### config.mk
export PLATFORM = sky130hd
export DESIGN_NAME = player_bullet_ctrl
export DESIGN_NICKNAME = d
export VERILOG_FILES = /design/src/rtl/player_bullet_pkg.sv /design/src/rtl/player_bullet_slot.sv /design/src/rtl/player_bullet_ctrl.sv
export SDC_FILE = /design/constraint.sdc
export NUM_CORES = 1
export LEC_CHECK = 0
export ABC_AREA = 0
export CORE_MARGIN = 1
export CORE_UTILIZATION = 30
export CTS_CLUSTER_DIAMETER = 200
export CTS_CLUSTER_SIZE = 25
export DETAILED_ROUTE_END_ITERATION = 8
export PLACE_DENSITY_LB_ADDON = 0.12
export SETUP_SLACK_MARGIN = 0.1
export SLEW_MARGIN = 5
export SYNTH_ARGS = -nofsm -noshare
export SYNTH_HDL_FRONTEND = slang
export SYNTH_HIERARCHICAL = 1
export SYNTH_SLANG_ARGS = --single-unit
### constraint.sdc
create_clock -name clk -period 5.7 [get_ports clk]
set_clock_uncertainty 0.15 [all_clocks]
set_input_delay 0.855 -clock clk [delete_from_list [all_inputs] [get_ports clk]]
set_output_delay 0.855 -clock clk [all_outputs]
set_load 0.01 [all_outputs]
### src/rtl/player_bullet_pkg.sv
// Shared constants, slot state type and rectangle-overlap helper for the player bullet logic.
package player_bullet_pkg;

    localparam int NUM_SLOTS_DEF = 4;
    localparam int BULLET_W_DEF  = 4;
    localparam int BULLET_H_DEF  = 12;
    localparam int SPEED_DEF     = 4;
    localparam int COOLDOWN_DEF  = 16;
    localparam int MUZZLE_DX_DEF = 23;
    localparam int PLANE_W_DEF   = 50;
    localparam int PLANE_H_DEF   = 40;

    localparam int SCREEN_W = 640;
    localparam int SCREEN_H = 480;

    localparam logic [11:0] BULLET_RGB = 12'hFF0;

    typedef enum logic {
        FREE = 1'b0,
        FLY  = 1'b1
    } slotState_e;

    // Extended to 11 bits so that x + w near the right edge cannot wrap around.
    function automatic logic rect_overlap(
        input logic [9:0] ax, input logic [9:0] ay, input logic [9:0] aw, input logic [9:0] ah,
        input logic [9:0] bx, input logic [9:0] by, input logic [9:0] bw, input logic [9:0] bh);
        logic [10:0] axl, ayl, awl, ahl, bxl, byl, bwl, bhl;
        axl = {1'b0, ax};
        ayl = {1'b0, ay};
        awl = {1'b0, aw};
        ahl = {1'b0, ah};
        bxl = {1'b0, bx};
        byl = {1'b0, by};
        bwl = {1'b0, bw};
        bhl = {1'b0, bh};
        return (axl < bxl + bwl) && (axl + awl > bxl) &&
               (ayl < byl + bhl) && (ayl + ahl > byl);
    endfunction

endpackage

### src/rtl/player_bullet_slot.sv
// One player bullet: position registers, FREE/FLY state, upward motion, enemy overlap and pixel hit.
module player_bullet_slot
    import player_bullet_pkg::*;
#(
    parameter int BULLET_W = BULLET_W_DEF,
    parameter int BULLET_H = BULLET_H_DEF,
    parameter int SPEED    = SPEED_DEF,
    parameter int PLANE_W  = PLANE_W_DEF,
    parameter int PLANE_H  = PLANE_H_DEF
) (
    input  logic       clk,
    input  logic       rst,
    input  logic       launch_i,
    input  logic [9:0] launchX_i,
    input  logic [9:0] launchY_i,
    input  logic       moveTick_i,
    input  logic [9:0] epX_i,
    input  logic [9:0] epY_i,
    input  logic       enemyExist_i,
    input  logic [9:0] pixX_i,
    input  logic [9:0] pixY_i,
    output logic       active_o,
    output logic       activeNext_o,
    output logic       overlap_o,
    output logic       pixelHit_o
);

    localparam logic [9:0] BW_V    = 10'(BULLET_W);
    localparam logic [9:0] BH_V    = 10'(BULLET_H);
    localparam logic [9:0] SPEED_V = 10'(SPEED);
    localparam logic [9:0] PW_V    = 10'(PLANE_W);
    localparam logic [9:0] PH_V    = 10'(PLANE_H);

    slotState_e state_q, state_d;
    logic [9:0] bx_q, bx_d, by_q, by_d;

    always_ff @(posedge clk or posedge rst) begin
        if (rst) begin
            state_q <= FREE;
            bx_q    <= '0;
            by_q    <= '0;
        end else begin
            state_q <= state_d;
            bx_q    <= bx_d;
            by_q    <= by_d;
        end
    end

    // A hit wins over motion; a FREE slot only ever sees a launch, so it never moves on its launch cycle.
    always_comb begin
        state_d = state_q;
        bx_d    = bx_q;
        by_d    = by_q;
        case (state_q)
            FREE: begin
                if (launch_i) begin
                    state_d = FLY;
                    bx_d    = launchX_i;
                    by_d    = launchY_i;
                end
            end
            FLY: begin
                if (overlap_o) begin
                    state_d = FREE;
                end else if (moveTick_i) begin
                    if (by_q < SPEED_V) begin
                        state_d = FREE;
                    end else begin
                        by_d = by_q - SPEED_V;
                    end
                end
            end
            default: state_d = FREE;
        endcase
    end

    // The pixel test is an overlap against a 1x1 rectangle at the scan position.
    always_comb begin
        active_o     = (state_q == FLY);
        activeNext_o = (state_d == FLY);
        overlap_o    = active_o && enemyExist_i &&
                       rect_overlap(bx_q, by_q, BW_V, BH_V, epX_i, epY_i, PW_V, PH_V);
        pixelHit_o   = active_o &&
                       rect_overlap(bx_q, by_q, BW_V, BH_V, pixX_i, pixY_i, 10'd1, 10'd1);
    end

endmodule

### src/rtl/player_bullet_ctrl.sv
// Player bullet pool: fire edge detect, cooldown, lowest-free slot allocation, hit pulse, count and pixel OR.
module player_bullet_ctrl
    import player_bullet_pkg::*;
#(
    parameter int NUM_SLOTS = NUM_SLOTS_DEF,
    parameter int BULLET_W  = BULLET_W_DEF,
    parameter int BULLET_H  = BULLET_H_DEF,
    parameter int SPEED     = SPEED_DEF,
    parameter int COOLDOWN  = COOLDOWN_DEF,
    parameter int MUZZLE_DX = MUZZLE_DX_DEF,
    parameter int PLANE_W   = PLANE_W_DEF,
    parameter int PLANE_H   = PLANE_H_DEF
) (
    input  logic        clk,
    input  logic        rst,
    input  logic        move_tick,
    input  logic        fire,
    input  logic [9:0]  pp_x,
    input  logic [9:0]  pp_y,
    input  logic [9:0]  ep_x,
    input  logic [9:0]  ep_y,
    input  logic        enemyplane_exist,
    input  logic [9:0]  x,
    input  logic [9:0]  y,
    output logic        player_bullet_en,
    output logic [11:0] player_bullet_rgb,
    output logic [2:0]  bullet_count,
    output logic        enemy_hit
);

    localparam int         CD_W      = $clog2(COOLDOWN + 1);
    localparam logic [CD_W-1:0] CD_LOAD = CD_W'(COOLDOWN);
    localparam logic [CD_W-1:0] CD_ONE  = CD_W'(1);
    localparam logic [9:0] BH_V      = 10'(BULLET_H);
    localparam logic [9:0] MUZZLE_V  = 10'(MUZZLE_DX);

    logic            fire_q;
    logic [CD_W-1:0] cooldown_q, cooldown_d;
    logic            enemyHit_q, enemyHit_d;
    logic [2:0]      count_q, count_d;

    logic [NUM_SLOTS-1:0] slotActive, slotActiveNext, slotOverlap, slotPixel, launchVec;
    logic                 fireRise, canLaunch, found;
    logic [9:0]           launchX, launchY;

    always_ff @(posedge clk or posedge rst) begin
        if (rst) begin
            fire_q     <= 1'b0;
            cooldown_q <= '0;
            enemyHit_q <= 1'b0;
            count_q    <= '0;
        end else begin
            fire_q     <= fire;
            cooldown_q <= cooldown_d;
            enemyHit_q <= enemyHit_d;
            count_q    <= count_d;
        end
    end

    // Availability is judged on registered state, so a slot freed this cycle is not handed out until the next.
    always_comb begin
        fireRise  = fire & ~fire_q;
        canLaunch = fireRise && (cooldown_q == '0) && !(&slotActive) && (pp_y >= BH_V);
        launchX   = pp_x + MUZZLE_V;
        launchY   = pp_y - BH_V;
        launchVec = '0;
        found     = 1'b0;
        for (int i = 0; i < NUM_SLOTS; i++) begin
            if (!slotActive[i] && !found) begin
                launchVec[i] = canLaunch;
                found        = 1'b1;
            end
        end
    end

    always_comb begin
        cooldown_d = cooldown_q;
        if (canLaunch) begin
            cooldown_d = CD_LOAD;
        end else if (move_tick && (cooldown_q != '0)) begin
            cooldown_d = cooldown_q - CD_ONE;
        end
        enemyHit_d = |slotOverlap;
        count_d    = '0;
        for (int i = 0; i < NUM_SLOTS; i++) begin
            count_d = count_d + 3'(slotActiveNext[i]);
        end
    end

    for (genvar g = 0; g < NUM_SLOTS; g++) begin : gSlot
        player_bullet_slot #(
            .BULLET_W (BULLET_W),
            .BULLET_H (BULLET_H),
            .SPEED    (SPEED),
            .PLANE_W  (PLANE_W),
            .PLANE_H  (PLANE_H)
        ) uSlot (
            .clk          (clk),
            .rst          (rst),
            .launch_i     (launchVec[g]),
            .launchX_i    (launchX),
            .launchY_i    (launchY),
            .moveTick_i   (move_tick),
            .epX_i        (ep_x),
            .epY_i        (ep_y),
            .enemyExist_i (enemyplane_exist),
            .pixX_i       (x),
            .pixY_i       (y),
            .active_o     (slotActive[g]),
            .activeNext_o (slotActiveNext[g]),
            .overlap_o    (slotOverlap[g]),
            .pixelHit_o   (slotPixel[g])
        );
    end

    always_comb begin
        player_bullet_en  = |slotPixel;
        player_bullet_rgb = player_bullet_en ? BULLET_RGB : 12'h000;
        bullet_count      = count_q;
        enemy_hit         = enemyHit_q;
    end

endmodule

# After elaboration in Yosys (flattened, before gate mapping)

Index checks and enable logic that the tools add are counted.

Bits in registers: 94
Output and inout port bits: 17
Word-level logic and storage cells: 210

Add/subtract/negate cells: 22
Magnitude comparators: 37
Eq/ne operators: 16
Muxes and demuxes: 50
Bitwise gates (word level): 6
Reductions and logical operators: 63

Operators with widths:

| kind                                                                           | count |
|---|---|
| 11-bit by 10-bit > comparator with 1-bit output                                | 16 |
| 10-bit by 11-bit less-than comparator with 1-bit output                        | 16 |
| 10-bit two-way mux                                                             | 16 |
| 10-bit case mux with 2 select lines                                            | 4 |
| 10-bit by 3-bit adder with 11-bit output (second input constant)               | 4 |
| 10-bit by 4-bit adder with 11-bit output (second input constant)               | 4 |
| 1-bit logical AND                                                              | 43 |
| 10-bit by 3-bit less-than comparator with 1-bit output (second input constant) | 4 |
| 10-bit by 3-bit subtractor with 10-bit output (second input constant)          | 4 |
| 2-bit inequality test (second input constant)                                  | 12 |
| 1-bit two-way mux                                                              | 23 |
| 10-bit by 1-bit adder with 11-bit output (second input constant)               | 2 |
| 10-bit by 6-bit adder with 11-bit output (second input constant)               | 2 |
| 4-bit AND reduction                                                            | 5 |
| 12-bit two-way mux                                                             | 1 |
| 10-bit by 5-bit adder with 10-bit output (second input constant)               | 1 |
| 10-bit by 4-bit >= comparator with 1-bit output (second input constant)        | 1 |
| 5-bit two-way mux                                                              | 2 |
| 10-bit by 4-bit subtractor with 10-bit output (second input constant)          | 1 |
| 2-bit by 1-bit inequality test with 1-bit output (second input constant)       | 4 |
| 1-bit case mux with 2 select lines                                             | 4 |
| 2-bit AND reduction                                                            | 4 |
| 4-bit OR reduction                                                             | 2 |
| 1-bit zero test                                                                | 6 |
| 9 further kinds                                                                | 13 |

# Logic depth before layout (Yosys ltp)

Gate-level depths: netlist of the first run.

Word-level depth: 12
Mapped depth: 18
Mapped depth without buffers: 17

# Modules after synthesis

Netlist of the first run, hierarchy kept.

By module, submodules not included:

| module                              | instances | cells an instance | area an instance (µm²) | sequential area each (µm²) |
|---|---|---|---|---|
| player_bullet_slot (gSlot[1].uSlot) | 1         | 445               | 3606.0                 | 525.5 |
| player_bullet_slot (gSlot[3].uSlot) | 1         | 436               | 3601.0                 | 525.5 |
| player_bullet_slot (gSlot[0].uSlot) | 1         | 433               | 3584.7                 | 525.5 |
| player_bullet_slot (gSlot[2].uSlot) | 1         | 448               | 3515.9                 | 525.5 |
| player_bullet_ctrl                  | 1         | 100               | 875.8                  | 250.2 |

# Worst setup path after synthesis of the first run

OpenSTA, ideal clock, no wires.

Path kind: input port to flip-flop
Start point: input port ep_x[1]
End point: register count_q[1] (netlist: bullet_count[1])
Library setup time: 0.126 ns
Arrival time: 4.043 ns
Data required time: 5.424 ns
Setup slack: 1.381 ns
Stages: 17
Path buffers: 1
Path through: a311oi_1 > nor2_1 > nand2_1 > xnor2_1 > ha_1 > a21o_1 > a21oi_1 > a41oi_1 > or4b_4 > nor4_4 > buf_6 > o21ai_0 > inv_1 > fa_1 > inv_1 > ha_1 > ha_1

Cells in the longest elaborated chain, start to end: 11

Ends and longest elaborated chain:

| what                                                    | RTL line                 | RTL |
|---|---|---|
| from (decl)                                             | player_bullet_ctrl.sv:20 | `input logic [9:0] ep_x,` |
| 10-bit by 6-bit adder with 11-bit output                | player_bullet_pkg.sv:36  | `return (axl < bxl + bwl) && (axl + awl > bxl) &&` |
| 10-bit by 11-bit less-than comparator with 1-bit output | player_bullet_pkg.sv:36  |  |
| 1-bit logical AND (*) (2 in series)                     | player_bullet_pkg.sv:36  |  |
| 1-bit logical AND (*)                                   | player_bullet_pkg.sv:37  | `(ayl < byl + bhl) && (ayl + ahl > byl);` |
| 1-bit logical AND (*)                                   | player_bullet_slot.sv:81 | `overlap_o = active_o && enemyExist_i &&` |
| via slotOverlap[1]                                      | player_bullet_ctrl.sv:42 | `logic [NUM_SLOTS-1:0] slotActive, slotActiveNext, slotOverlap, slotPixel, launchVec;` |
| 1-bit two-way mux (*)                                   | player_bullet_slot.sv:63 | `if (overlap_o) begin` |
| 1-bit case mux with 2 select lines (*)                  | player_bullet_slot.sv:54 | `case (state_q)` |
| via slotActiveNext[1]                                   | player_bullet_ctrl.sv:42 |  |
| 1-bit by 1-bit adder with 2-bit output (*)              | player_bullet_ctrl.sv:86 | `count_d = count_d + 3'(slotActiveNext[i]);` |
| 2-bit by 1-bit adder with 3-bit output (*)              | player_bullet_ctrl.sv:86 |  |
| 3-bit by 1-bit adder with 3-bit output (*)              | player_bullet_ctrl.sv:86 |  |
| via count_d[1]                                          | player_bullet_ctrl.sv:40 | `logic [2:0] count_q, count_d;` |
| to (signal assigned)                                    | player_bullet_ctrl.sv:56 | `count_q <= count_d;` |
| to (decl)                                               | player_bullet_ctrl.sv:40 |  |

The timed path passes the listed nets; every way through them passes the cells marked *.
A chain may end at the register's enable or synchronous reset.

# Worst setup path in the final report of the first run

Start point: input port x[2]
End point: output port player_bullet_rgb[8]

Cells in the longest elaborated chain, start to end: 8

Ends and longest elaborated chain:

| what                                                    | RTL line                  | RTL |
|---|---|---|
| from (decl)                                             | player_bullet_ctrl.sv:23  | `input logic [9:0] x,` |
| 10-bit by 1-bit adder with 11-bit output                | player_bullet_pkg.sv:36   |  |
| 10-bit by 11-bit less-than comparator with 1-bit output | player_bullet_pkg.sv:36   |  |
| 1-bit logical AND (*) (2 in series)                     | player_bullet_pkg.sv:36   |  |
| 1-bit logical AND (*)                                   | player_bullet_pkg.sv:37   |  |
| 1-bit logical AND (*)                                   | player_bullet_slot.sv:83  | `pixelHit_o = active_o &&` |
| via slotPixel[3]                                        | player_bullet_ctrl.sv:42  |  |
| 4-bit OR reduction (*)                                  | player_bullet_ctrl.sv:117 | `player_bullet_en = \|slotPixel;` |
| 12-bit two-way mux (*)                                  | player_bullet_ctrl.sv:118 | `player_bullet_rgb = player_bullet_en ? BULLET_RGB : 12'h000;` |
| to (decl)                                               | player_bullet_ctrl.sv:26  | `output logic [11:0] player_bullet_rgb,` |

Marked as above.

==> key figures, run 1 <==
Worst hold path
  – Worst Hold Depth: 1
  – Hold/Removal Path Class: reg -> reg

Yosys
  – Top_reg_cell synth: dfrtp_1
  – EDFF count, synth: 0
  – Yosys reg bits: 94
  – Synth Instances: 1862
  – Netlist cell types: just over 90
  – Post-synthesis async set-or-reset flop share: 100%
  – Sequential-to-total area share from yosys stat: 15.5%
  – Mean Syn Cell Area: 8.15 sq um
  – Synth Warn #: 6
  – Synthesized cell area: 15200 sq um

Clock network
  – Setup bufs post-CTS: 0
  – CTS buffer count: 9
  – Insertion delay to the later sink of the worst-skew pair: 370 ps
  – Clock Tree Buf Depth: 2
  – Clock Sinks: 94
  – CTS clk-pin slew, worst paths: 70 ps
  – H-tree depth: 3
  – Root buffer cell: clkbuf_16
  – TritonCTS clock tree: done

Pwr
  – Power per Cell Area: 296 nW/um^2
  – Lkg Pwr: approximately 8.5 nW
  – Peak supply drop: approximately 0.00012 V
  – Tot Pwr: 5.22 mW

Timing
  – Worst-Margin Slew: 1020 ps
  – RSZ-0062 raised after global routing: no
  – Final Critical Period: 5440 ps
  – Setup WS post-layout: around 260 ps
  – Final setup fails: 0
  – Slew HR: 32.0%
  – Sum Neg Setup Slack: 0 ps
  – Part of the cycle the worst path needs: 95.5%
  – Final hold vios: 0
  – Fmax: 184 MHz
  – Slew Viols, Final: 0

Detailed routing
  – Via density: 5.28
  – Routed WL: 54500 um
  – Via count: 14100
  – Post-route DRC: 0
  – Starting DRC count in detailed routing: ~840
  – Final ANT Viol Nets: 0
  – First-pass DRT Iterations: 5
  – Routed length per instance: 20.5 um

Floorplan
  – Cell row count: 82
  – Full die area: 51500 sq um
  – Die height: around 230 um
  – Die W: 227 um
  – Initial Utilization: 30.3%
  – Core footprint: 50100 sq um
  – # IOs: 82

Global routing
  – Global-route usage over all layers: 21.6%
  – Pin count of the biggest net entering global routing: 30
  – Initial antenna violation count: 0
  – Number of global-route vias before repair: between 10000 and 15000
  – First-pass GRT wire length: about 83000 um
  – Gr ovfl total: 0

Setup path
  – Req. time, crit path: 4700 ps
  – Critical Path Start Type: input pin
  – Most frequent CP cell: buf_4
  – Slowest cell on crit path: clkdlybuf4s50_1
  – FF-to-FF path depth: 17
  – Arrival time worst endpoint: 4440 ps
  – Setup crit end kind: output pin
  – Crit path largest cell delay: 500 ps
  – WS Path Type: in -> out
  – Crit path max fanout: 20
  – Worst-path cell chain: clkdlybuf4s50_1 > buf_6 > nand3_1 > buf_4 > nor4_1 > xnor2_1 > ha_1 > o21a_1 > o21ai_0 > nor2_1 > o21ai_0 > a21oi_1 > a211oi_1 > buf_4 > or4_1 > buf_4 > dlygate4sd2_1

Placement
  – DP HPWL: 44200 um
  – Pre-CTS setup slack: -162 ps
  – GP Congestion: 0.871
  – Port Buf Inserts: 77
  – Cells after DPL: approximately 2600

Cells and area
  – Most frequent cells in the layout: ha_1, inv_1, nand2_1
  – N_diodes: 0
  – Finished Layout Cells: ~2700
  – Share of layout cells above drive strength 1: 8.04%
  – Area Growth Syn to Fin: 15.9%
  – Fill cells: 5337
  – Most common cell after layout, fill and taps aside: ha_1
  – Layout Nets: roughly 2400

Outcome
  – Outcome: finished clean

Run
  – # Max-Cap Violations: 0
[metal layers]
metal | track usage (%) | vias up | part of all wire (%)
li1 | - | 6917 | -
met1 | 29.0 | 6789 | 48
met2 | 35.9 | 300 | 46
met3 | 1.33 | 62 | 3.0
met4 | 8.51 | 0 | 3.6
met5 | 0 | - | 0
[synthesized netlist by cell type, drive strengths merged (20+ instances only)]
| master | count | share of area, % |
|---|---|---|
| a211oi | 32 | 1.6 |
| a21o | 29 | 1.4 |
| a21oi | 95 | 3.2 |
| buf | 23 | 1.2 |
| clkbuf | 21 | 0.52 |
| dfrtp | 94 | 15 |
| ha | 337 | 28 |
| inv | 230 | 5.7 |
| mux2 | 20 | 1.5 |
| nand2 | 165 | 4.1 |
| nand3 | 96 | 3.2 |
| nand4 | 36 | 1.5 |
| nor2 | 62 | 1.6 |
| nor2b | 32 | 1.3 |
| nor3 | 41 | 1.4 |
| o21a | 32 | 1.6 |
| o21ai | 78 | 2.6 |
| xnor2 | 146 | 8.4 |
| xor2 | 30 | 1.7 |
[worst paths after layout]
check	to	slack, ps	start
worst max-delay path	player_bullet_rgb[8]	260	x[2]
worst min register to register	cooldown_q[3]	400	cooldown_q[3]
worst min-delay path	cooldown_q[3]	400	cooldown_q[3]
max in group asynchronous	gSlot[2].uSlot/bx_q[0]	3670	rst
min in group asynchronous	enemy_hit	900	rst
worst max register to register	bullet_count[1]	760	gSlot[0].uSlot/by_q[3]
[through the flow]
stage	hold slack [ps]	utilization, %	area (sq um)
5_1_grt	425	35.1	17600
4_1_cts	394	35.1	17600
3_3_place_gp	381	34.4	17200
2_1_floorplan	353	-	15200
6_report	396	35.1	17600
3_5_place_dp	377	34.4	17200
[cell type report]
type	instances	area, sq um	share of cell area (%)
Timing Repair Buffer	154	1430	8.11
Tap cell	672	841	4.78
Clock inverter	6	93.8	0.533
Multi-Input combinational cell	1497	11800	66.9
Inverter	230	863	4.91
Sequential cell	94	2350	13.4
Clock buffer	10	239	1.36
[worst max-delay path, delay by kind of cell]
family	cells	cell delay, ps
buffers and inverters	6	1530
AOI/OAI and AO/OA	5	630
xor gates and xnor gates	1	120
adders and majority gates	1	300
and+or+nand+nor	4	990
[state kept, by name, indices dropped and copies added, names as in the netlist]
name                  flops
gSlot.uSlot/active_o      4
fire_q                    1
bullet_count              3
gSlot.uSlot/bx_q         40
gSlot.uSlot/by_q         40
enemy_hit                 1
cooldown_q                5
[report_power, final]
| part | internal (mW) | switching [mW] |
|---|---|---|
| Combinational | 1.42 | 1.81 |
| Clock | 0.400 | 0.310 |
| Sequential | 0.855 | 0.423 |
| Total | 2.67 | 2.54 |
[cells by family after synthesis]
| kind of cell | after synthesis | share of synthesized area, % |
|---|---|---|
| simple gates | 549 | 18.8 |
| buf+inv | 274 | 7.41 |
| fa+ha+maj | 338 | 27.9 |
| compound gates | 397 | 17.9 |
| flops | 94 | 15.5 |
| mux | 33 | 2.37 |
| xor+xnor | 176 | 10.2 |
| other cells | 1 | 0.0247 |
[timing repair]
action                     4_1_cts  5_1_grt
hold buffers                     0        0
setup endpoints to repair        9        9
resized for setup               27        2
pin swaps                        1        1
Note: power is estimated with default switching activity, not from simulation.
==> run 2: changes to the inputs <==
PLACE_DENSITY_LB_ADDON = 0.05   (was 0.12)
clock period = 6.7 ns   (was 5.7 ns; I/O delays follow)
==> key figures, run 2 (synthesis results as in run 1) <==
Global routing
  – Met1 global-route usage: 29.8% (was 29.0%)
  – Met3 Usage GRT: 1.83% (was 1.33%)
  – Initial antenna violation count: 0 (unchanged)
  – First-pass GRT wire length: 86300 um (was 83000 um)
  – Met2 global-route usage: 39.7% (was 35.9%)
  – Number of global-route vias before repair: 13800 (was 13900)
  – Pin count of the biggest net entering global routing: 30 (unchanged)
  – GRT Max-Usage Layer: met2 (unchanged)
  – Global-route usage over all layers: 22.6% (was 21.6%)
  – Gr ovfl total: 0 (unchanged)

Clock network
  – Clock Sinks: 94 (unchanged)
  – Hold_buf cts: 0 (unchanged)
  – TritonCTS clock tree: done (unchanged)
  – Insertion delay to the later sink of the worst-skew pair: 390 ps (was 370 ps)
  – CTS buffer count: 9 (unchanged)
  – CTS clk-pin slew, worst paths: 80 ps (was 70 ps)
  – Clock Tree Buf Depth: 2 (unchanged)
  – Root buffer cell: clkbuf_16 (unchanged)
  – Post-CTS Resized: 0 (was 27)
  – Setup bufs post-CTS: 0 (unchanged)
  – H-tree depth: 3 (unchanged)

Timing
  – Slew Viols, Final: 0 (unchanged)
  – Final setup fails: 0 (unchanged)
  – Final Critical Period: between 6000 and 7000 ps
  – Worst hold slack: 395 ps (was 396 ps)
  – Part of the cycle the worst path needs: between 90% and 100%
  – Sum Neg Setup Slack: 0 ps (unchanged)
  – RSZ-0062 raised after global routing: no (unchanged)
  – Fmax: 159 MHz
  – Final hold vios: 0 (unchanged)
  – Slew HR: 23.3% (was 32.0%)
  – Worst-Margin Slew: 1150 ps (was 1020 ps)

Floorplan
  – Cell row count: 82 (unchanged)
  – Die height: 227 um (unchanged)
  – # IOs: 82 (unchanged)
  – Full die area: 51500 sq um (unchanged)
  – Core footprint: 50100 sq um (unchanged)
  – Die W: 227 um (unchanged)
  – Initial Utilization: 30.3% (unchanged)

Setup path
  – Worst setup path end: player_bullet_rgb[8] (unchanged)
  – Arrival time worst endpoint: 5150 ps (was 4440 ps)
  – CP Launch Point: x[4] (was x[2])
  – Crit path max fanout: 9 (was 20)
  – Reg-to-reg slack, setup: 1590 ps (was 760 ps)
  – Req. time, crit path: 5540 ps (was 4700 ps)
  – Reg2Reg Capture Point: bullet_count[1] (unchanged)
  – FF-to-FF path depth: 17 (unchanged)
  – Critical Path Start Type: input pin (unchanged)
  – WS Path Type: in -> out (unchanged)
  – Setup crit end kind: output pin (unchanged)
  – RR Startpoint: gSlot[0].uSlot/by_q[2] (was gSlot[0].uSlot/by_q[3])

Placement
  – DP HPWL: 46800 um (was 44200 um)
  – Cells after DPL: 2623 (was 2647)
  – Port Buf Inserts: 77 (unchanged)
  – GP Congestion: 0.890 (was 0.871)

Cells and area
  – Area Growth Syn to Fin: 13.6% (was 15.9%)
  – Fill cells: 5460 (was 5337)
  – Most common cell after layout, fill and taps aside: ha_1 (unchanged)
  – Regs by FF count: gSlot.uSlot/bx_q: 40 flops, gSlot.uSlot/by_q: 40 flops, cooldown_q: 5 flops (unchanged)
  – Share of layout cells above drive strength 1: 6.35% (was 8.04%)
  – Layout Nets: 2365 (was 2389)
  – Most frequent cells in the layout: ha_1, inv_1, nand2_1 (unchanged)
  – Finished Layout Cells: 2639 (was 2663)
  – Multi-input gate area: 11700 sq um (was 11800 sq um)
  – N_diodes: 0 (unchanged)
  – Register Area: 2350 sq um (unchanged)

Detailed routing
  – Starting DRC count in detailed routing: 799 (was 839)
  – Via density: 5.23 (was 5.28)
  – Post-route DRC: 0 (unchanged)
  – Routed length per instance: 21.5 um (was 20.5 um)
  – Routed WL: 56800 um (was 54500 um)
  – Final ANT Viol Nets: 0 (unchanged)
  – Via count: 13800 (was 14100)
  – First-pass DRT Iterations: 6 (was 5)

Outcome
  – Outcome: finished clean (unchanged)

Run
  – # Max-Cap Violations: 0 (unchanged)

Worst hold path
  – Hold/Removal Path Class: reg -> reg (unchanged)

Pwr
  – Power per Cell Area: 254 nW/um^2 (was 296 nW/um^2)
  – Lkg Pwr: 8.34 nW (was 8.54 nW)
  – Peak supply drop: 0.000128 V (was 0.000123 V)
## run 2: cell count changes in the layout (fill, tap and decap cells not counted), moves of 2 or more
| cell | previous run | this run |
|---|---|---|
| a2111oi_0 | 1 | 4 |
| a2111oi_1 | 2 | 0 |
| buf_12 | 6 | 0 |
| buf_4 | 67 | 53 |
| buf_6 | 4 | 0 |
| clkdlybuf4s50_1 | 67 | 77 |
| dlygate4sd2_1 | 10 | 0 |
| inv_6 | 1 | 4 |
| nor2_1 | 57 | 60 |
| nor2_2 | 5 | 2 |
| nor3_1 | 38 | 41 |
| nor3_2 | 3 | 0 |
## run 2: metrics by stage
| stage | util, % | setup slack (ps) | cell area [sq um] | total power [mW] |
|---|---|---|---|---|
| after floorplan | - | 2090 | 15200 | 2.88 |
| after global placement | 33.8 | 403 | 16900 | 3.77 |
| after detailed placement | 33.8 | 368 | 16900 | 3.79 |
| after CTS | 34.5 | 332 | 17300 | 4.41 |
| after global routing | 34.5 | 123 | 17300 | 4.85 |
| final | 34.5 | 393 | 17300 | 4.38 |
## run 2: worst max-delay path, stage by stage
cell             delay, ps
clkdlybuf4s50_1        600
nand3_1                140
nor3_1                 320
nand3_1                150
xnor2_1                200
ha_1                   280
a21oi_1                160
o21ai_0                180
a211o_1                340
or3_1                  360
a311oi_1               430
or4_1                  360
clkdlybuf4s50_1        610
## run 2: worst min-delay path by stage
stage	startpoint	to	slack (ps)	depth (start not counted)
3_3_place_gp	cooldown_q[3]	cooldown_q[3]	380	1
6_report	cooldown_q[3]	cooldown_q[3]	400	1
2_1_floorplan	cooldown_q[3]	cooldown_q[3]	350	1
4_1_cts	cooldown_q[3]	cooldown_q[3]	400	1
3_5_place_dp	cooldown_q[3]	cooldown_q[3]	380	1
5_1_grt	cooldown_q[3]	cooldown_q[3]	430	1
## run 2: layer usage
metal	part of all wire, %	routed length (um)
met1	47	26600
met2	49	27600
met3	2.5	1430
met4	2.2	1230
met5	0	0
## run 2: layout make-up
class                      count  area share [%]
clock buffer                   9            1.31
clock inverter                 7           0.493
inverter                     230            5.00
multi-input combinational   1497            67.9
sequential                    94            13.6
tap                          672            4.87
timing repair buffer         130            6.77
## run 2: power breakdown
| group | total, mW | switching, mW | internal [mW] |
|---|---|---|---|
| clock | 0.585 | 0.287 | 0.299 |
| sequential | 1.11 | 0.381 | 0.727 |
| combinational | 2.69 | 1.52 | 1.17 |
| total | 4.38 | 2.19 | 2.19 |
==> variant 1: new RTL, settings of run 2 <==
Set the package constant `COOLDOWN_DEF` to 32 (it was 16).
--- a/src/rtl/player_bullet_pkg.sv
+++ b/src/rtl/player_bullet_pkg.sv
@@ -5,7 +5,7 @@
     localparam int BULLET_W_DEF  = 4;
     localparam int BULLET_H_DEF  = 12;
     localparam int SPEED_DEF     = 4;
-    localparam int COOLDOWN_DEF  = 16;
+    localparam int COOLDOWN_DEF  = 32;
     localparam int MUZZLE_DX_DEF = 23;
     localparam int PLANE_W_DEF   = 50;
     localparam int PLANE_H_DEF   = 40;
Check against the original RTL: no difference found for any inputs over 4 cycles, from zero or initial values and one cycle with rst high; that may be too few to reach the edited logic, so the function may still have changed.
==> variant 1 against run 2 <==
- count of clock-buffer cells in the layout unchanged
- critical path depth increased by 1
- largest cell class unchanged
- design area increased by 0.53%
- synthesized cell count increased by 0.27%
- highest routed layer is now met5
- via count decreased by 0.10%
- worst setup slack got worse by 0.016 ns
- fmax decreased by 0.26%
- sequential cell count increased by 1
- routed wire length about the same
- global-route usage decreased by 0.21 points
- synthesized area increased by 0.27%
- power increased by 5.2%
==> variant 1: results (changes against run 2) <==
status: "finished, final reports clean"  # unchanged
cts_resized: 0  # unchanged
critPathCapture: "player_bullet_rgb[7]"  # was player_bullet_rgb[8]
antenna_cells: 0  # unchanged
synth.area.mux_share: 0.0230  # was 0.0237
numPortBuffers: 77  # unchanged
rrSetupSlack_ns: 1.63  # was 1.59 ns
post-route-min-period_ns: 6.32  # was 6.31 ns
holdPathStages: 2  # was 1
wire_per_inst_um: 21.5  # about the same
layout-drive-gt1-share: 0.0677  # was 0.0635
cellLeakagePower_nw: 8.38  # was 8.34 nW
synth_compound_area_frac: 0.180  # was 0.179
routed_via_density: 5.20  # was 5.23
max-slew-margin-rel: 0.196  # was 0.233
wl_met1_mm: 27.5  # was 26.6 mm
grt_use_total: 0.224  # was 0.226
cts_buffers: 9  # unchanged
synthArstFlopShare: 1.00  # unchanged
cp_max_fo: 16  # was 9
critPathArrivalTime_ns: 5.17  # was 5.15 ns
worst_r2r_endpoint: "bullet_count[1]"  # unchanged
firstDrtPassIters: 7  # was 6
yosysSeqAreaShare: 0.156  # was 0.155
initialDrtViolationCount: 917  # was 799
wl_met3_mm: 1.88  # was 1.43 mm
place_congestion: 0.862  # was 0.890
antenna_found_initial: 2  # was 0
holdWs_ns: 0.359  # was 0.395 ns
synthAdderAreaFrac: 0.279  # about the same
h-tree-depth: 3  # unchanged
fill_cells: 5382  # was 5,460
dp_hpwl_mm: 45.4  # was 46.8 mm
clk_pin_slew_ns: 0.07
worstSetupStartpoint: "x[0]"  # was x[4]
clock_path_buffers: 2  # unchanged
cts_root_buffer: "clkbuf_16"  # unchanged
grt_pass1_wl_mm: 85.1  # was 86.3 mm
largestRegisters: "gSlot.uSlot/bx_q: 40 flops, gSlot.uSlot/by_q: 40 flops, cooldown_q: 6 flops"  # was gSlot.uSlot/bx_q: 40 flops, gSlot.uSlot/by_q: 40 flops, cooldown_q: 5 flops
synth-xor-area-share: 0.100  # was 0.102
r2r-start: "gSlot[3].uSlot/by_q[2]"  # was gSlot[0].uSlot/by_q[2]
synth.distinct_cells: 88  # was 92
ys.flop_type: "dfrtp_1"  # unchanged
dp_slack_ns: 0.192  # was 0.368 ns
clock_latency_ns: 0.39  # about the same
hold_path_class: "reg -> reg"  # unchanged
wl_met2_mm: 26.4  # was 27.6 mm
ir_worst_vdd_mv: 0.138  # was 0.128 mV
fin_nets: 2378  # was 2,365
grt_pass1_vias: 13400  # was 13,800
ys_warn_count: 6  # unchanged
highest_layer: "met5"  # was met4
synth.top_cells.by_area: "ha_1 (28%), dfrtp_1 (16%), xnor2_1 (8.5%)"  # was ha_1 (28%), dfrtp_1 (15%), xnor2_1 (8.4%)
r2r_cells: 17  # unchanged
synth_common_cells: "ha_1 (338), inv_1 (225), nand2_1 (171)"  # was ha_1 (337), inv_1 (230), nand2_1 (165)
cts_setup_buffers: 0  # unchanged
grt_max_degree: 26  # was 30
## variant 1: cell types whose count changed in the layout (fill, tap and decap cells not counted), sizes merged, moves of 5 or more
| cell | before | now |
|---|---|---|
| or3 | 19 | 24 |
| inv | 235 | 227 |
| nand2 | 165 | 171 |
| nand3 | 96 | 90 |
| a21oi | 95 | 110 |
## variant 1: layout make-up
cell class                 instances  share of cell area
inverter                         225              0.0487
clock inverter                     7             0.00469
clock buffer                       9              0.0130
multi-input combinational       1509               0.679
sequential                        95               0.137
timing repair buffer             134              0.0695
tap                              672              0.0485
## variant 1: routing by layer
layer / up-vias / GRT usage
met5: - / 0
met4: 4 / 0.0509
met3: 42 / 0.0324
met2: 256 / 0.376
met1: 6569 / 0.301
li1: 6918 / -
## variant 1: logic make-up after synthesis
| logic type | after synthesis |
|---|---|
| flip-flops | 95 |
| XOR/XNOR | 174 |
| multiplexers | 32 |
| AO/OA/AOI/OAI | 405 |
| other | 1 |
| adder cells (fa/ha/maj) | 339 |
| AND/OR/NAND/NOR | 555 |
| buffers and inverters | 266 |
## variant 1: worst max-delay path, cell delays in order
cell,delay (ns)
clkdlybuf4s50_1,0.45
buf_4,0.25
ha_1,0.26
nand2_1,0.07
nor2_1,0.30
xnor2_1,0.17
ha_1,0.25
a2111oi_0,0.38
a2111oi_0,0.19
buf_4,0.17
or3_1,0.34
a311oi_1,0.35
or4_1,0.35
clkdlybuf4s50_1,0.61
## variant 1: worst min-delay path by stage
stage,start,endpoint
2_1_floorplan,cooldown_q[4],cooldown_q[4]
3_3_place_gp,cooldown_q[1],cooldown_q[1]
3_5_place_dp,cooldown_q[4],cooldown_q[4]
4_1_cts,cooldown_q[5],cooldown_q[5]
5_1_grt,cooldown_q[4],cooldown_q[4]
6_report,cooldown_q[5],cooldown_q[5]
## variant 1: metrics by stage
stage | instances | total power [mW] | instance area, um2 | utilization
floorplan | 1870 | 3.07 | 15200 | -
global placement | 2635 | 4.00 | 17000 | 0.340
detailed placement | 2635 | 4.02 | 17000 | 0.340
CTS | 2651 | 4.65 | 17300 | 0.346
global route | 2651 | 5.11 | 17300 | 0.346
finish | 2651 | 4.61 | 17300 | 0.346
## variant 1: power breakdown
part,total [mW],switching (mW),internal [mW]
Sequential,1.16,0.412,0.747
Combinational,2.87,1.61,1.26
Clock,0.585,0.289,0.296
Total,4.61,2.31,2.30
==> variant 2: new RTL, settings of run 2 <==
Without the edit above. Register the input `pp_y` before use, cleared by the reset. The logic sees it one clock later. The other inputs are not delayed to match.
--- a/src/rtl/player_bullet_ctrl.sv
+++ b/src/rtl/player_bullet_ctrl.sv
@@ -34,6 +34,16 @@
     localparam logic [9:0] BH_V      = 10'(BULLET_H);
     localparam logic [9:0] MUZZLE_V  = 10'(MUZZLE_DX);
 
+    logic [9:0] pp_y_q;
+
+    always_ff @(posedge clk or posedge rst) begin
+        if (rst) begin
+            pp_y_q <= '0;
+        end else begin
+            pp_y_q <= pp_y;
+        end
+    end
+
     logic            fire_q;
     logic [CD_W-1:0] cooldown_q, cooldown_d;
     logic            enemyHit_q, enemyHit_d;
@@ -60,9 +70,9 @@
     // Availability is judged on registered state, so a slot freed this cycle is not handed out until the next.
     always_comb begin
         fireRise  = fire & ~fire_q;
-        canLaunch = fireRise && (cooldown_q == '0) && !(&slotActive) && (pp_y >= BH_V);
+        canLaunch = fireRise && (cooldown_q == '0) && !(&slotActive) && (pp_y_q >= BH_V);
         launchX   = pp_x + MUZZLE_V;
-        launchY   = pp_y - BH_V;
+        launchY   = pp_y_q - BH_V;
         launchVec = '0;
         found     = 1'b0;
         for (int i = 0; i < NUM_SLOTS; i++) begin
Check against the original RTL: not equivalent (a bounded check fails within 4 cycles, from zero or initial values and one cycle with rst high).
==> variant 2 against run 2 <==
- synthesized area grew 2.2%
- critical path depth unchanged
- sequential cell count is 10 higher
- sequential share of layout area rose by 1.2 points
- design area grew 1.7%
- worst setup slack gained 0.045 ns
- critical endpoint is now player_bullet_rgb[6]
- routed wire length rose by 1.9%
- power fell by 5.1%
==> variant 2: results (changes against run 2) <==
final_cells: 2651  # was 2,639
cellLeakagePower_nw: 8.46  # was 8.34 nW
routed_via_density: 5.27  # was 5.23
wl_met2_mm: 26.5  # was 27.6 mm
multi_input_area_um2: 11800  # was 11,700 um2
grt_max_degree: 29  # was 30
critPathArrivalTime_ns: 5.11  # was 5.15 ns
worstSetupStartpoint: "y[1]"  # was x[4]
synth.top_cells.by_area: "ha_1 (27%), dfrtp_1 (17%), xnor2_1 (8.4%)"  # was ha_1 (28%), dfrtp_1 (15%), xnor2_1 (8.4%)
met1_usage: 0.304  # was 0.298
fill_cells: 5329  # was 5,460
synth_common_cells: "ha_1 (337), inv_1 (229), nand2_1 (165)"  # was ha_1 (337), inv_1 (230), nand2_1 (165)
wl_met3_mm: 2.33  # was 1.43 mm
initialDrtViolationCount: 774  # was 799
critPathCapture: "player_bullet_rgb[6]"  # was player_bullet_rgb[8]
power_frac_seq: 0.270  # was 0.253
yosysSeqAreaShare: 0.168  # was 0.155
grt_pass1_wl_mm: 87.3  # was 86.3 mm
intPower_mw: 2.09  # was 2.19 mW
post-route-min-period_ns: 6.26  # was 6.31 ns
met2_usage: 0.362  # was 0.397
dp_slack_ns: 0.353  # was 0.368 ns
status: "finished, final reports clean"  # unchanged
wire_per_inst_um: 21.8  # was 21.5 um
p_comb_mw: 2.45  # was 2.69 mW
holdWs_ns: 0.381  # was 0.395 ns
use_met3: 0.0294  # was 0.0183
ir_worst_vdd_mv: 0.150  # was 0.128 mV
post-place-cells: 2635  # was 2,623
grt_use_total: 0.222  # was 0.226
path_delay_family: "buffers and inverters"  # was simple AND/OR/NAND/NOR gates
clock_latency_ns: 0.41  # was 0.39 ns
grt_pass1_vias: 14000  # was 13,800
synth_cells: 1881  # was 1,862
dp_hpwl_mm: 47.3  # was 46.8 mm
place_congestion: 0.890  # about the same
cpPeakStageDelay_ns: 0.83  # was 0.61 ns
-- variant 2: area by class of cell --
cell class / instances / area share
Inverter: 230 / 0.0492
Clock buffer: 9 / 0.0128
Multi-Input combinational cell: 1500 / 0.671
Clock inverter: 7 / 0.00371
Sequential cell: 104 / 0.148
Tap cell: 672 / 0.0479
Timing Repair Buffer: 129 / 0.0670
-- variant 2: kinds of logic (layout without fill, tap and decap cells) --
logic type / after synthesis / count (layout) / share of synthesized area
mux: 35 / 35 / 0.0239
fa+ha+maj: 338 / 338 / 0.273
xor+xnor: 176 / 176 / 0.0993
compound gates: 397 / 397 / 0.175
flops: 104 / 104 / 0.168
buf+inv: 280 / 375 / 0.0748
other cells: 1 / 4 / 0.000242
simple gates: 550 / 550 / 0.186
-- variant 2: worst min-delay path by stage --
stage                              from                     end  cells past startpoint
final                     cooldown_q[4]           cooldown_q[4]                      2
after global routing      cooldown_q[3]           cooldown_q[3]                      1
after CTS                 cooldown_q[4]           cooldown_q[4]                      2
after detailed placement  cooldown_q[4]           cooldown_q[4]                      2
after global placement    cooldown_q[4]           cooldown_q[4]                      2
after floorplan               pp_y_q[1]  gSlot[0].uSlot/by_q[1]                      2
-- variant 2: timing repair --
item | CTS | global route
gates resized for setup | 0 | 1
setup endpoints to repair | 0 | 9
hold buffers | 0 | 0
-- variant 2: worst register-to-register path, stage by stage (launching register included) --
cell and delay (ns):
dfrtp_1 0.53, inv_1 0.21, ha_1 0.36, nor2_1 0.19, nand4_1 0.13, xnor2_1 0.20
ha_1 0.35, nand4_1 0.19, a211oi_1 0.55, nor4b_4 0.10, nor4b_4 0.22, nor4b_4 0.35
o21ai_0 0.33, inv_1 0.18, fa_1 0.40, inv_1 0.07, ha_1 0.19, ha_1 0.24
